File: src/rtl/vx_commit_arb.sv
// rtl/vx_commit_arb.sv - commit arbiter: round-robin writeback grant plus retired-thread counting
module vx_commit_arb #(
    parameter int NUM_CH      = 5,
    parameter int NUM_THREADS = 4,
    parameter int NUM_WARPS   = 4,
    parameter int CNT_W       = 64,
    localparam int NW_BITS    = (NUM_WARPS > 1) ? $clog2(NUM_WARPS) : 1,
    localparam int SIZE_W     = $clog2(NUM_CH*NUM_THREADS+1),
    localparam int PTR_W      = $clog2(NUM_CH)
) (
    input  logic                              i_clk,
    input  logic                              i_reset,
    input  logic [NUM_CH-1:0]                 i_cmt_valid,
    output logic [NUM_CH-1:0]                 o_cmt_ready,
    input  logic [NUM_CH-1:0]                 i_cmt_wb,
    input  logic [NUM_CH*NW_BITS-1:0]         i_cmt_wid,
    input  logic [NUM_CH*NUM_THREADS-1:0]     i_cmt_tmask,
    input  logic [NUM_CH*5-1:0]               i_cmt_rd,
    input  logic [NUM_CH*NUM_THREADS*32-1:0]  i_cmt_data,
    output logic                              o_wb_valid,
    input  logic                              i_wb_ready,
    output logic [NW_BITS-1:0]                o_wb_wid,
    output logic [NUM_THREADS-1:0]            o_wb_tmask,
    output logic [4:0]                        o_wb_rd,
    output logic [NUM_THREADS*32-1:0]         o_wb_data,
    output logic                              o_csr_valid,
    output logic [SIZE_W-1:0]                 o_csr_commit_size,
    output logic [CNT_W-1:0]                  o_instret
);

    logic                       r_wb_valid;
    logic [NW_BITS-1:0]         r_wb_wid;
    logic [NUM_THREADS-1:0]     r_wb_tmask;
    logic [4:0]                 r_wb_rd;
    logic [NUM_THREADS*32-1:0]  r_wb_data;
    logic [PTR_W-1:0]           r_rr_ptr;
    logic                       r_csr_valid;
    logic [SIZE_W-1:0]          r_csr_size;
    logic [CNT_W-1:0]           r_instret;

    logic [NUM_CH-1:0]          w_req;
    logic                       w_gnt_found;
    logic [PTR_W-1:0]           w_gnt_idx;
    logic                       w_stage_free;
    logic                       w_gnt_fire;
    logic [NUM_CH-1:0]          w_fire;
    logic [SIZE_W-1:0]          w_size;
    logic [PTR_W-1:0]           w_ptr_next;

    assign w_req        = i_cmt_valid & i_cmt_wb;
    assign w_stage_free = !r_wb_valid || i_wb_ready;
    assign w_gnt_fire   = w_gnt_found && w_stage_free;

    // First requesting writeback channel at or after the pointer, wrapping.
    always_comb begin
        int idx;
        idx         = 0;
        w_gnt_found = 1'b0;
        w_gnt_idx   = '0;
        for (int off = 0; off < NUM_CH; off++) begin
            idx = (int'(r_rr_ptr) + off) % NUM_CH;
            if (!w_gnt_found && w_req[idx]) begin
                w_gnt_found = 1'b1;
                w_gnt_idx   = PTR_W'(idx);
            end
        end
    end

    always_comb begin
        o_cmt_ready = ~i_cmt_wb;
        if (w_gnt_fire) begin
            o_cmt_ready[w_gnt_idx] = 1'b1;
        end
    end

    assign w_fire = i_cmt_valid & o_cmt_ready;

    always_comb begin
        w_size = '0;
        for (int i = 0; i < NUM_CH; i++) begin
            if (w_fire[i]) begin
                w_size = w_size + SIZE_W'($countones(i_cmt_tmask[i*NUM_THREADS +: NUM_THREADS]));
            end
        end
    end

    assign w_ptr_next = (w_gnt_idx == PTR_W'(NUM_CH-1)) ? '0 : w_gnt_idx + 1'b1;

    always_ff @(posedge i_clk or negedge i_reset) begin
        if (!i_reset) begin
            r_wb_valid  <= 1'b0;
            r_wb_wid    <= '0;
            r_wb_tmask  <= '0;
            r_wb_rd     <= '0;
            r_wb_data   <= '0;
            r_rr_ptr    <= '0;
            r_csr_valid <= 1'b0;
            r_csr_size  <= '0;
            r_instret   <= '0;
        end else begin
            if (w_gnt_fire) begin
                r_wb_valid <= 1'b1;
                r_wb_wid   <= i_cmt_wid[w_gnt_idx*NW_BITS +: NW_BITS];
                r_wb_tmask <= i_cmt_tmask[w_gnt_idx*NUM_THREADS +: NUM_THREADS];
                r_wb_rd    <= i_cmt_rd[w_gnt_idx*5 +: 5];
                r_wb_data  <= i_cmt_data[w_gnt_idx*NUM_THREADS*32 +: NUM_THREADS*32];
                r_rr_ptr   <= w_ptr_next;
            end else if (i_wb_ready) begin
                r_wb_valid <= 1'b0;
            end
            r_csr_valid <= |w_fire;
            r_csr_size  <= w_size;
            if (r_csr_valid) begin
                r_instret <= r_instret + CNT_W'(r_csr_size);
            end
        end
    end

    assign o_wb_valid        = r_wb_valid;
    assign o_wb_wid          = r_wb_wid;
    assign o_wb_tmask        = r_wb_tmask;
    assign o_wb_rd           = r_wb_rd;
    assign o_wb_data         = r_wb_data;
    assign o_csr_valid       = r_csr_valid;
    assign o_csr_commit_size = r_csr_size;
    assign o_instret         = r_instret;

endmodule

File: config.mk
export PLATFORM = sky130hd
export DESIGN_NAME = vx_commit_arb
export DESIGN_NICKNAME = d
export VERILOG_FILES = /design/src/rtl/vx_commit_arb.sv
export SDC_FILE = /design/constraint.sdc
export NUM_CORES = 1
export LEC_CHECK = 0
export CAP_MARGIN = 20
export CORE_AREA = 5 5 355 357
export CTS_CLUSTER_DIAMETER = 40
export CTS_CLUSTER_SIZE = 40
export DETAILED_ROUTE_END_ITERATION = 8
export DIE_AREA = 0 0 360 362
export PLACE_DENSITY = 0.35
export SLEW_MARGIN = 20
export SYNTH_ARGS = -nofsm -noshare
export SYNTH_HDL_FRONTEND = slang
export SYNTH_SLANG_ARGS = --single-unit
File: constraint.sdc
create_clock -name i_clk -period 22.6 [get_ports i_clk]
set_input_delay 6.78 -clock i_clk [delete_from_list [all_inputs] [get_ports i_clk]]
set_output_delay 6.78 -clock i_clk [all_outputs]
set_load 0.03 [all_outputs]
# Yosys cells after proc, flatten, opt, wreduce, memory -nomap -nowiden

Index checks and enable logic that the tools add are counted.
W data, S select, Z words.

Flip-flop bits (word level): 213
Latch bits: 0
Memory bits (writable): 0
Bits in read-only memories: 0
Bits of input ports: 708
Output and inout port bits: 215
Logic and storage cells: 106
Memories: 0

Add/sub/neg operators: 25
Multiply operators: 1
Div/mod/pow operators: 5
Order comparisons: 7
Equality and inequality tests: 1
Shifts and indexed selects: 4
Muxes and demuxes: 36
Bitwise gates (word level): 4
Reductions and logical operators: 14

Operators with widths:

| kind                    | count |
|---|---|
| $shiftx A640 B11 Y128   | 1 |
| $lt A32 B5 Y1 const B   | 5 |
| $mod A32 B4 Y32 const B | 4 |
| $add A64 B5 Y64         | 1 |
| $mod A4 B4 Y32 const B  | 1 |
| $mux W5                 | 5 |
| $shiftx A25 B7 Y5       | 1 |
| $mux W3                 | 7 |
| $add A1 B1 Y2           | 10 |
| $add A5 B3 Y5           | 4 |
| $shiftx A20 B6 Y4       | 1 |
| $mux W1                 | 18 |
| $add A2 B2 Y3           | 5 |
| $bmux W1 S3             | 5 |
| $and A5 B5 Y5           | 2 |
| $shiftx A10 B5 Y2       | 1 |
| $add A3 B2 Y4 const B   | 2 |
| $logic_and A1 B1 Y1     | 6 |
| $mul A3 B3 Y6 const B   | 1 |
| $logic_not A1 Y1        | 5 |
| $not A5 Y5              | 1 |
| $or A5 B5 Y5            | 1 |
| $reduce_or A5 Y1        | 1 |
| $add A3 B1 Y4 const B   | 1 |
| 8 further kinds         | 8 |

# Logic depth before layout (Yosys ltp)

Gate-level depths: netlist of run 1.

Word-level depth: 33
Depth in mapped cells: 37
Gate-level depth less buffers: 35

# Worst setup path before layout of run 1

Ideal clock, no wire load.

Path kind: input to output
Start point: input port i_cmt_valid[0]
End point: output port o_cmt_ready[1]
Data arrival time: 10.332 ns
Setup slack: 5.488 ns
Stages: 13
Path through: clkbuf_1 -> nand2_1 -> mux4_2 -> nor2_1 -> or3_1 -> nand4b_2 -> a21oi_1 -> nor3_4 -> inv_2 -> clkbuf_1 -> clkbuf_1 -> clkbuf_1 -> o41ai_1

Cells in the longest elaborated chain, start to end: 23

Ends and longest elaborated chain:

| item                                                                      | RTL line | text |
|---|---|---|
| start: declaration                                                        | 13       | `input logic [NUM_CH-1:0] i_cmt_valid,` |
| $and A5 B5 Y5 *                                                           | 50       | `assign w_req = i_cmt_valid & i_cmt_wb;` |
| $bmux W1 S3                                                               | 62       | `if (!w_gnt_found && w_req[idx]) begin` |
| $mux W1 (implied by the code) (2 in a row)                                | 62       |  |
| $mux W1                                                                   | 62       |  |
| $logic_not A1 Y1                                                          | 62       |  |
| $logic_and A1 B1 Y1                                                       | 62       |  |
| $mux W1                                                                   | 62       |  |
| $logic_not A1 Y1                                                          | 62       |  |
| [6 not listed]                                                            | --       |  |
| $logic_and A1 B1 Y1                                                       | 62       |  |
| $mux W3                                                                   | 62       |  |
| $lt A3 B4 Y1 (implied by the code) / $ge A3 B1 Y1 (equally long branches) | 72       | `o_cmt_ready[w_gnt_idx] = 1'b1;` |
| $logic_and A1 B1 Y1 (implied by the code)                                 | 72       |  |
| $mux W1 (implied by the code)                                             | 72       |  |
| $demux W1 S3                                                              | 72       |  |
| $or A5 B5 Y5 (no source line)                                             | --       |  |
| $mux W5 *                                                                 | 71       | `if (w_gnt_fire) begin` |
| end: declaration                                                          | 14       | `output logic [NUM_CH-1:0] o_cmt_ready,` |

Mark *: on every way between the ends. The rest lies on a longest branch, timed or not. The select of a mux whose other input is x is not followed.

# Worst setup path after layout of run 1

Start point: input port i_cmt_valid[1]
End point: output port o_cmt_ready[3]

Same word-level chain as after synthesis.

==> results of run 1 <==
kinds of logic after synthesis:
kind of cell    share of synthesized area
compound gates                      0.342
flops                               0.343
xor+xnor                           0.0433
fa+ha+maj                          0.0405
mux                                0.0227
buf+inv                            0.0499
simple gates                        0.159
path summary, 6_finish.rpt:
kind / slack (ns) / end
max: 4.13 / o_cmt_ready[3]
min: 0.47 / o_instret[63]
max reg2reg: 12.35 / o_csr_commit_size[4]
min reg2reg: 0.47 / o_instret[63]
max in group asynchronous: 14.46 / o_wb_data[15]
min in group asynchronous: 6.12 / o_instret[56]
sequential cells by signal, summed over array words and instances (netlist names):
| name | count |
|---|---|
| o_csr_commit_size | 5 |
| o_csr_valid | 1 |
| o_instret | 64 |
| o_wb_data | 128 |
| o_wb_rd | 5 |
| o_wb_tmask | 4 |
| o_wb_valid | 1 |
| o_wb_wid | 2 |
| r_rr_ptr | 3 |
cell usage in the layout, fill, tap and decap left out, drive strengths merged, types with 5 or more instances in the layout:
cell type | Yosys | layout
clkdlybuf4s50 | 0 | 921
dfrtp | 213 | 213
nand2 | 204 | 204
nand3 | 183 | 183
a21o | 145 | 145
a211oi | 143 | 143
a311oi | 141 | 141
a22o | 140 | 140
clkbuf | 146 | 85
xnor2 | 59 | 59
nor2 | 47 | 47
inv | 32 | 33
buf | 22 | 31
o21ai | 30 | 30
ha | 28 | 28
a21oi | 21 | 21
mux2i | 18 | 18
xor2 | 17 | 17
clkinv | 1 | 16
and3 | 14 | 14
fa | 14 | 14
nor3 | 14 | 14
nand4 | 12 | 12
diode | 0 | 11
mux2 | 11 | 11
bufinv | 0 | 10
nand2b | 10 | 10
nor2b | 8 | 8
and2 | 6 | 6
or3 | 5 | 5
o31ai | 5 | 5
through the flow:
| step | util | area (um2) | worst slack (ns) |
|---|---|---|---|
| after detailed placement | 0.216 | 26500 | 4.14 |
| after global placement | 0.216 | 26500 | 4.22 |
| after CTS | 0.233 | 28600 | 4.10 |
| after floorplan | - | 15600 | 5.49 |
| final | 0.234 | 28700 | 4.13 |
| after global routing | 0.234 | 28700 | 3.83 |
synth_stat cells (all sizes together) (4+ instances only):
cell    count
ha         28
a21oi      21
nor2       47
and4        4
a21o      145
mux2i      18
dfrtp     213
and3b       4
and3       14
mux2       11
or3         5
o41ai       4
xor2       17
nor3       14
nand2     204
o31ai       5
a211oi    143
fa         14
a22o      140
nor2b       8
nand4      12
xnor2      59
a311oi    141
o21ai      30
and2        6
buf        22
inv        32
clkbuf    146
a31oi       4
nand2b     10
nand3     183
metal layers:
| metal | global-route usage | up-vias |
|---|---|---|
| met5 | 0 | - |
| met4 | 0.0374 | 20 |
| met3 | 0.0551 | 148 |
| met2 | 0.284 | 786 |
| met1 | 0.198 | 9289 |
| li1 | - | 8490 |
area by class of cell:
type                       instances  share of cell area
sequential                       213               0.186
antenna                           11            0.000960
tap                             1637              0.0714
multi-input combinational       1339               0.331
clock buffer                      84              0.0601
inverter                          33             0.00458
timing repair buffer             953               0.331
clock inverter                    27              0.0149
critical path, stage by stage:
cell,delay [ns]
clkdlybuf4s50_1,0.57
nand2_1,0.27
o21ai_0,0.48
o21ai_0,0.18
a211o_1,0.31
o311ai_0,0.21
o211a_2,0.39
a31o_1,0.12
a311o_2,0.20
buf_4,0.53
inv_1,0.26
o31ai_1,0.58
clkdlybuf4s50_1,0.79
==> flow_summary.yaml, run 1 <==
clock_network:
  numCtsBuffers: 60
  clk_pin_slew_ns: 0.05
  clockRootBuffer: "clkbuf_16"
  clockBufferDepth: 3
  cts_tree: "done"
  cts_hold_buf: 0
  htreeDepth: 2
  clkSinkCount: 213
  cts-resized-gates: 0
  cts_setup_buffers: 0
  insertion_delay_ns: 0.64
yosys:
  synth-main-ff-cell: "dfrtp_1"
  synth_area_per_cell_um2: 8.87
  ys_seq_area_frac: 0.343
  synth-warning-count: 0
  syn-num-nets: 2503
  synth.area.top_cells: "dfrtp_1, a311oi_1, a22o_1"
  post-synth-top-area-cell: "dfrtp_1"
  async_reset_ff_frac: 1.00
  synthCells: 1753
  synth_top_cell_area_share: 0.343
  netlist_area_mm2: 0.0156
  synth_seq_cells: 213
  synth_edf_count: 0
  yosysUniqueCellTypes: 75
final_layout:
  multiInputGateArea_mm2: 0.00949
  regArea_mm2: 0.00533
  fill_cells: 13340
  fin_cells: 4297
  area_growth_pct: 84.4
  final_nets: 3350
  drive_gt1_frac: 0.0646
drt:
  wl_per_cell_um: 26.5
  totalWireLength_mm: 114
  top_layer: "met5"
  wl_met3_mm: 9.04
  met2_length_mm: 56.0
  initialDrtViolationCount: 1325
  avgViaCountPerCell: 4.36
  route.detailed.drc: 0
  wl_met1_mm: 46.3
  postRouteAntennaNets: 0
  vias: 18733
  dr.pass1.iters: 5
die:
  die_area_mm2: 0.130
  core-area_mm2: 0.123
  die_h_um: 362
  die_x_um: 360
  start_util: 0.127
  rows: 129
  ios: 923
setup_path:
  r2r_cells: 30
  crit_type: "in -> out"
  crit_arrival_ns: 11.69
  reg2reg_from: "r_rr_ptr[0]"
  cp_max_fo: 56
  cp-start-kind: "primary input"
  endpoint_kind: "output pin"
  crit_start: "i_cmt_valid[1]"
  cp.required_ns: 15.82
placed_design:
  portBuffers: 922
  hpwl_mm: 91.3
  gp_congestion: 0.897
  placedCellCount: 4174
job:
  maxCapViolCount: 0
timing:
  slew_headroom: 0.228
  hold_ws_ns: 0.469
  setup_tns_ns: 0
  fin_crit_ns: 18.47
  grt_setup_unrepaired: "false"
  hold_viol: 0
  tightestPinTransition_ns: 1.15
  max_freq_mhz: 54.2
  finalSetupViolCount: 0
  slew_viol_final: 0
  fin_skew_ns: 0.0588
  fin_crit_sh: 0.817
global_route:
  grtUsageTotal: 0.164
  grt_pass1_vias: 19454
  antenna_found_initial: 37
  grt_max_degree: 107
  overflow: 0
  grt_pass1_wl_mm: 156
worst_hold_path:
  min_path_type: "reg -> reg"
  holdPathStages: 1
  min_from: "o_instret[63]"
status:
  status: "finished, final reports clean"
Power of run 1 is left out: the tool's default activity adds up to more than one toggle a clock period on the data nets, which glitch-free logic cannot reach.
==> run 2: changes to the inputs <==
--- a/config.mk
+++ b/config.mk
@@ -11,7 +11,7 @@
 export CTS_CLUSTER_SIZE = 40
 export DETAILED_ROUTE_END_ITERATION = 8
 export DIE_AREA = 0 0 360 362
-export PLACE_DENSITY = 0.35
+export PLACE_DENSITY = 0.36
 export SLEW_MARGIN = 20
 export SYNTH_ARGS = -nofsm -noshare
 export SYNTH_HDL_FRONTEND = slang
==> constraint.sdc (replaced) <==
create_clock -name i_clk -period 15.9 [get_ports i_clk]
set_input_delay 4.77 -clock i_clk [delete_from_list [all_inputs] [get_ports i_clk]]
set_output_delay 4.77 -clock i_clk [all_outputs]
set_load 0.03 [all_outputs]
==> run 2 against run 1 <==
Net effect: first-iteration DRC count fell by 7.8%; worst hold slack barely moved; via count fell by 1.3%; register-to-register slack got worse by 6.4 ns; critical path depth fell by 2; clock-buffer cell count rose by 13; sequential cell count did not move; final area rose by 0.70%; utilization rose by 0.16 points; sequential share of layout area fell by 0.13 points.
==> flow_summary.yaml, run 2 (synthesis results as in run 1) <==
status:
  status: "finished, final reports clean"
timing:
  fin_crit_ns: 14.45
  hold_viol: 0
  fin_crit_sh: 0.909
  layout_setup_ws_ns: 1.45
  setup_tns_ns: 0
  fin_skew_ns: 0.0466
  finalSetupViolCount: 0
  max_freq_mhz: 69.2
  slew_viol_final: 0
  grt_setup_unrepaired: "false"
  slew_headroom: 0.235
  tightestPinTransition_ns: 1.14
setup_path:
  cp.required_ns: 11.13
  crit_arrival_ns: 9.68
  cp-start-kind: "primary input"
  path_cells: "clkdlybuf4s50_1 > nand2_1 > o21ai_0 > o21ai_0 > a211o_1 > o311ai_0 > o211a_2 > mux2_2 > o21a_4 > o31ai_1 > clkdlybuf4s50_1"
  critPathMaxStageDelay_ns: 0.95
  reg2reg_from: "r_rr_ptr[0]"
  r2r_slack_ns: 5.97
  cp_max_fo: 38
  crit_type: "in -> out"
  r2r_cells: 30
  critPathSlowestCell: "clkdlybuf4s50_1"
  r2r-end: "o_csr_commit_size[4]"
  endpoint_kind: "output pin"
global_route:
  overflow: 0
  grt_pass1_vias: 19103
  grt_pass1_wl_mm: 153
  antenna_found_initial: 43
  grtUsageTotal: 0.164
  grt_max_degree: 141
die:
  die_area_mm2: 0.130
  die_h_um: 362
  die_x_um: 360
  start_util: 0.127
  rows: 129
  core-area_mm2: 0.123
  ios: 923
worst_hold_path:
  min_from: "o_wb_data[73]"
  min_path_type: "reg -> reg"
  min_to: "o_wb_data[73]"
  holdPathStages: 1
clock_network:
  cts_setup_buffers: 0
  numCtsBuffers: 68
  clockBufferDepth: 3
  clk_pin_slew_ns: 0.04
  htreeDepth: 3
  cts_tree: "done"
  clockRootBuffer: "clkbuf_16"
  insertion_delay_ns: 0.61
  clkSinkCount: 213
  cts_hold_buf: 0
  cts-resized-gates: 0
final_layout:
  mostFrequentLayoutCells: "clkdlybuf4s50_1, dfrtp_1, nand2_1"
  drive_gt1_frac: 0.0658
  final_common_cell: "clkdlybuf4s50_1"
  area_growth_pct: 85.7
  largest_reg_flops: 128
  final_nets: 3356
drt:
  postRouteAntennaNets: 0
  initialDrtViolationCount: 1221
  avgViaCountPerCell: 4.28
  route.detailed.drc: 0
  totalWireLength_mm: 113
  vias: 18494
  dr.pass1.iters: 5
  wl_per_cell_um: 26.2
placed_design:
  gp_congestion: 0.874
  hpwl_mm: 90.7
  portBuffers: 922
  dp_slack_ns: 1.47
job:
  maxCapViolCount: 0
run 2: cell count changes in the layout (fill, tap and decap cells not counted), moves of 2 or more:
| cell | previous run | this run |
|---|---|---|
| bufinv_16 | 10 | 8 |
| clkbuf_1 | 12 | 16 |
| clkbuf_16 | 61 | 69 |
| clkinv_2 | 14 | 12 |
| clkinv_8 | 0 | 2 |
| diode_2 | 11 | 21 |
| inv_6 | 0 | 2 |
run 2: per-layer routing:
| metal | global-route usage | vias to the layer above | part of all wire |
|---|---|---|---|
| li1 | - | 8530 | - |
| met1 | 0.197 | 9008 | 0.41 |
| met2 | 0.273 | 771 | 0.48 |
| met3 | 0.0546 | 165 | 0.077 |
| met5 | 0 | - | 0.0012 |
| met4 | 0.0591 | 20 | 0.034 |
run 2: worst max-delay path: cells and delay by family:
family	cells	cell delay [ns]
muxes	1	0.39
buffers and inverters	2	1.50
and+or+nand+nor	1	0.29
AOI/OAI and AO/OA	7	2.74
run 2: worst max path at each step:
stage | cells after the start | end | start | slack (ns)
floorplan | 13 | o_cmt_ready[1] | i_cmt_valid[0] | 2.81
global placement | 11 | o_cmt_ready[4] | i_cmt_wb[1] | 1.50
global route | 11 | o_cmt_ready[4] | i_cmt_wb[1] | 1.33
finish | 11 | o_cmt_ready[4] | i_cmt_wb[1] | 1.45
CTS | 11 | o_cmt_ready[4] | i_cmt_wb[1] | 1.44
detailed placement | 11 | o_cmt_ready[4] | i_cmt_wb[1] | 1.47
run 2: through the flow:
step / area, um2 / std cells / util / hold WS (ns)
floorplan: 15600 / 1753 / - / 0.653
finish: 28900 / 4317 / 0.235 / 0.469
CTS: 28800 / 4296 / 0.235 / 0.473
detailed placement: 26500 / 4173 / 0.216 / 0.465
global route: 28800 / 4301 / 0.235 / 0.475
global placement: 26500 / 4173 / 0.216 / 0.458
run 2: final cells by class:
type / instances / area, um2
clock buffers: 97 / 1950
well taps: 1637 / 2050
clock inverters: 26 / 400
flip-flops and latches: 213 / 5330
diodes: 21 / 52.6
fillers: 13431 / 93800
multi-input cells: 1339 / 9480
repair buffers: 951 / 9490
inverters: 33 / 131
Power of run 2 is left out for the same reason.
==> run 3: changes to the inputs <==
--- a/config.mk
+++ b/config.mk
@@ -6,13 +6,13 @@
 export NUM_CORES = 1
 export LEC_CHECK = 0
 export CAP_MARGIN = 20
-export CORE_AREA = 5 5 355 357
+export CORE_AREA = 2 2 363 365
 export CTS_CLUSTER_DIAMETER = 40
 export CTS_CLUSTER_SIZE = 40
 export DETAILED_ROUTE_END_ITERATION = 8
-export DIE_AREA = 0 0 360 362
-export PLACE_DENSITY = 0.36
-export SLEW_MARGIN = 20
+export DIE_AREA = 0 0 365 367
+export PLACE_DENSITY = 0.31
+export SLEW_MARGIN = 40
 export SYNTH_ARGS = -nofsm -noshare
 export SYNTH_HDL_FRONTEND = slang
 export SYNTH_SLANG_ARGS = --single-unit
==> run 3 against run 2 <==
Net effect: cell count increased by 2.4%; routed wire length decreased by 1.7%; utilization decreased by 1.2 points; sequential share of layout area decreased by 0.17 points; global-route usage decreased by 0.45 points; final area increased by 0.91%; clock-buffer cell count unchanged; sequential cell count unchanged; critical endpoint is now o_cmt_ready[0].
==> flow_summary.yaml, run 3 (synthesis results as in run 1) <==
setup_path:
  endpoint_kind: "output pin"
  cp-start-kind: "primary input"
  crit_buf_inv: 3
  critPathMaxStageDelay_ns: 0.79
  critPathTopFamily: "buffers and inverters"
  critPathSlowestCell: "clkdlybuf4s50_1"
  cp_max_fo: 89
  crit_arrival_ns: 9.45
  cp.required_ns: 11.13
  crit_path_frequent_cell: "clkdlybuf4s50_1"
  crit_type: "in -> out"
  path_cells: "clkdlybuf4s50_1 > nand2_1 > mux4_2 > nor2_1 > or3_1 > nand4b_2 > a21oi_1 > nor3_4 > inv_8 > o41ai_4 > clkdlybuf4s50_1"
status:
  status: "finished, final reports clean"
placed_design:
  gp_congestion: 0.908
  portBuffers: 922
  hpwl_mm: 88.2
clock_network:
  htreeDepth: 3
  clockBufferDepth: 3
  numCtsBuffers: 72
  clkSinkCount: 213
  cts_tree: "done"
  insertion_delay_ns: 0.61
  cts_setup_buffers: 0
  clockRootBuffer: "clkbuf_16"
  cts-resized-gates: 0
  cts_hold_buf: 0
  clk_pin_slew_ns: 0.03
global_route:
  antenna_found_initial: 24
  overflow: 0
  grt_pass1_vias: 19632
  grt_max_degree: 140
  grt_pass1_wl_mm: 153
  grtUsageTotal: 0.159
final_layout:
  area_growth_pct: 87.4
  largest_reg_flops: 128
  fill_cells: 14301
  drive_gt1_frac: 0.0691
  regArea_mm2: 0.00533
  final_nets: 3363
  mostFrequentLayoutCells: "clkdlybuf4s50_1, dfrtp_1, nand2_1"
  final_common_cell: "clkdlybuf4s50_1"
  multiInputGateArea_mm2: 0.00952
job:
  maxCapViolCount: 0
drt:
  route.detailed.drc: 0
  vias: 18682
  initialDrtViolationCount: 963
  postRouteAntennaNets: 0
  totalWireLength_mm: 111
  dr.pass1.iters: 6
  wl_per_cell_um: 25.1
  avgViaCountPerCell: 4.23
timing:
  fin_crit_ns: 14.22
  finalSetupViolCount: 0
  slew_headroom: 0.429
  tightestPinTransition_ns: 0.850
  fin_crit_sh: 0.895
  grt_setup_unrepaired: "false"
  hold_viol: 0
  hold_ws_ns: 0.469
  max_freq_mhz: 70.3
  slew_viol_final: 0
  setup_tns_ns: 0
  fin_skew_ns: 0.0282
die:
  die_x_um: 365
  die_area_mm2: 0.134
  start_util: 0.119
  core-area_mm2: 0.130
  ios: 923
  rows: 133
  die_h_um: 367
worst_hold_path:
  min_path_type: "reg -> reg"
-- run 3: layout make-up --
type,instances,area share
clock inverters,25,0.0134
multi-input cells,1339,0.326
inverters,33,0.00451
well taps,1755,0.0753
diodes,5,0.000429
flip-flops and latches,213,0.183
repair buffers,954,0.329
clock buffers,97,0.0682
-- run 3: path summary, 6_finish.rpt --
| path | from | endpoint | slack (ns) | cells past startpoint |
|---|---|---|---|---|
| setup / recovery | i_cmt_valid[0] | o_cmt_ready[0] | 1.68 | 11 |
| hold / removal | o_wb_data[49] | o_wb_data[49] | 0.47 | 1 |
| setup reg to reg | r_rr_ptr[0] | o_csr_commit_size[4] | 5.83 | 29 |
| hold reg to reg | o_wb_data[49] | o_wb_data[49] | 0.47 | 1 |
| max in group asynchronous | i_reset | o_wb_data[8] | 10.05 | 5 |
| min in group asynchronous | i_reset | o_wb_data[115] | 4.10 | 1 |
-- run 3: through the flow --
| stage | util | instances | setup WS [ns] | cell area [um2] |
|---|---|---|---|---|
| 3_5_place_dp | 0.205 | 4291 | 1.71 | 26700 |
| 6_report | 0.223 | 4421 | 1.68 | 29100 |
| 2_1_floorplan | - | 1753 | 2.81 | 15600 |
| 4_1_cts | 0.223 | 4413 | 1.69 | 29100 |
| 5_1_grt | 0.223 | 4417 | 1.50 | 29100 |
| 3_3_place_gp | 0.204 | 4290 | 1.69 | 26600 |
-- run 3: layer usage --
metal	vias to the layer above	GRT usage	wire length [um]
met5	-	0	135
met4	22	0.0351	2020
met3	145	0.0501	8320
met2	677	0.292	57600
met1	9324	0.178	43000
li1	8514	-	-
Power of run 3 is left out for the same reason.
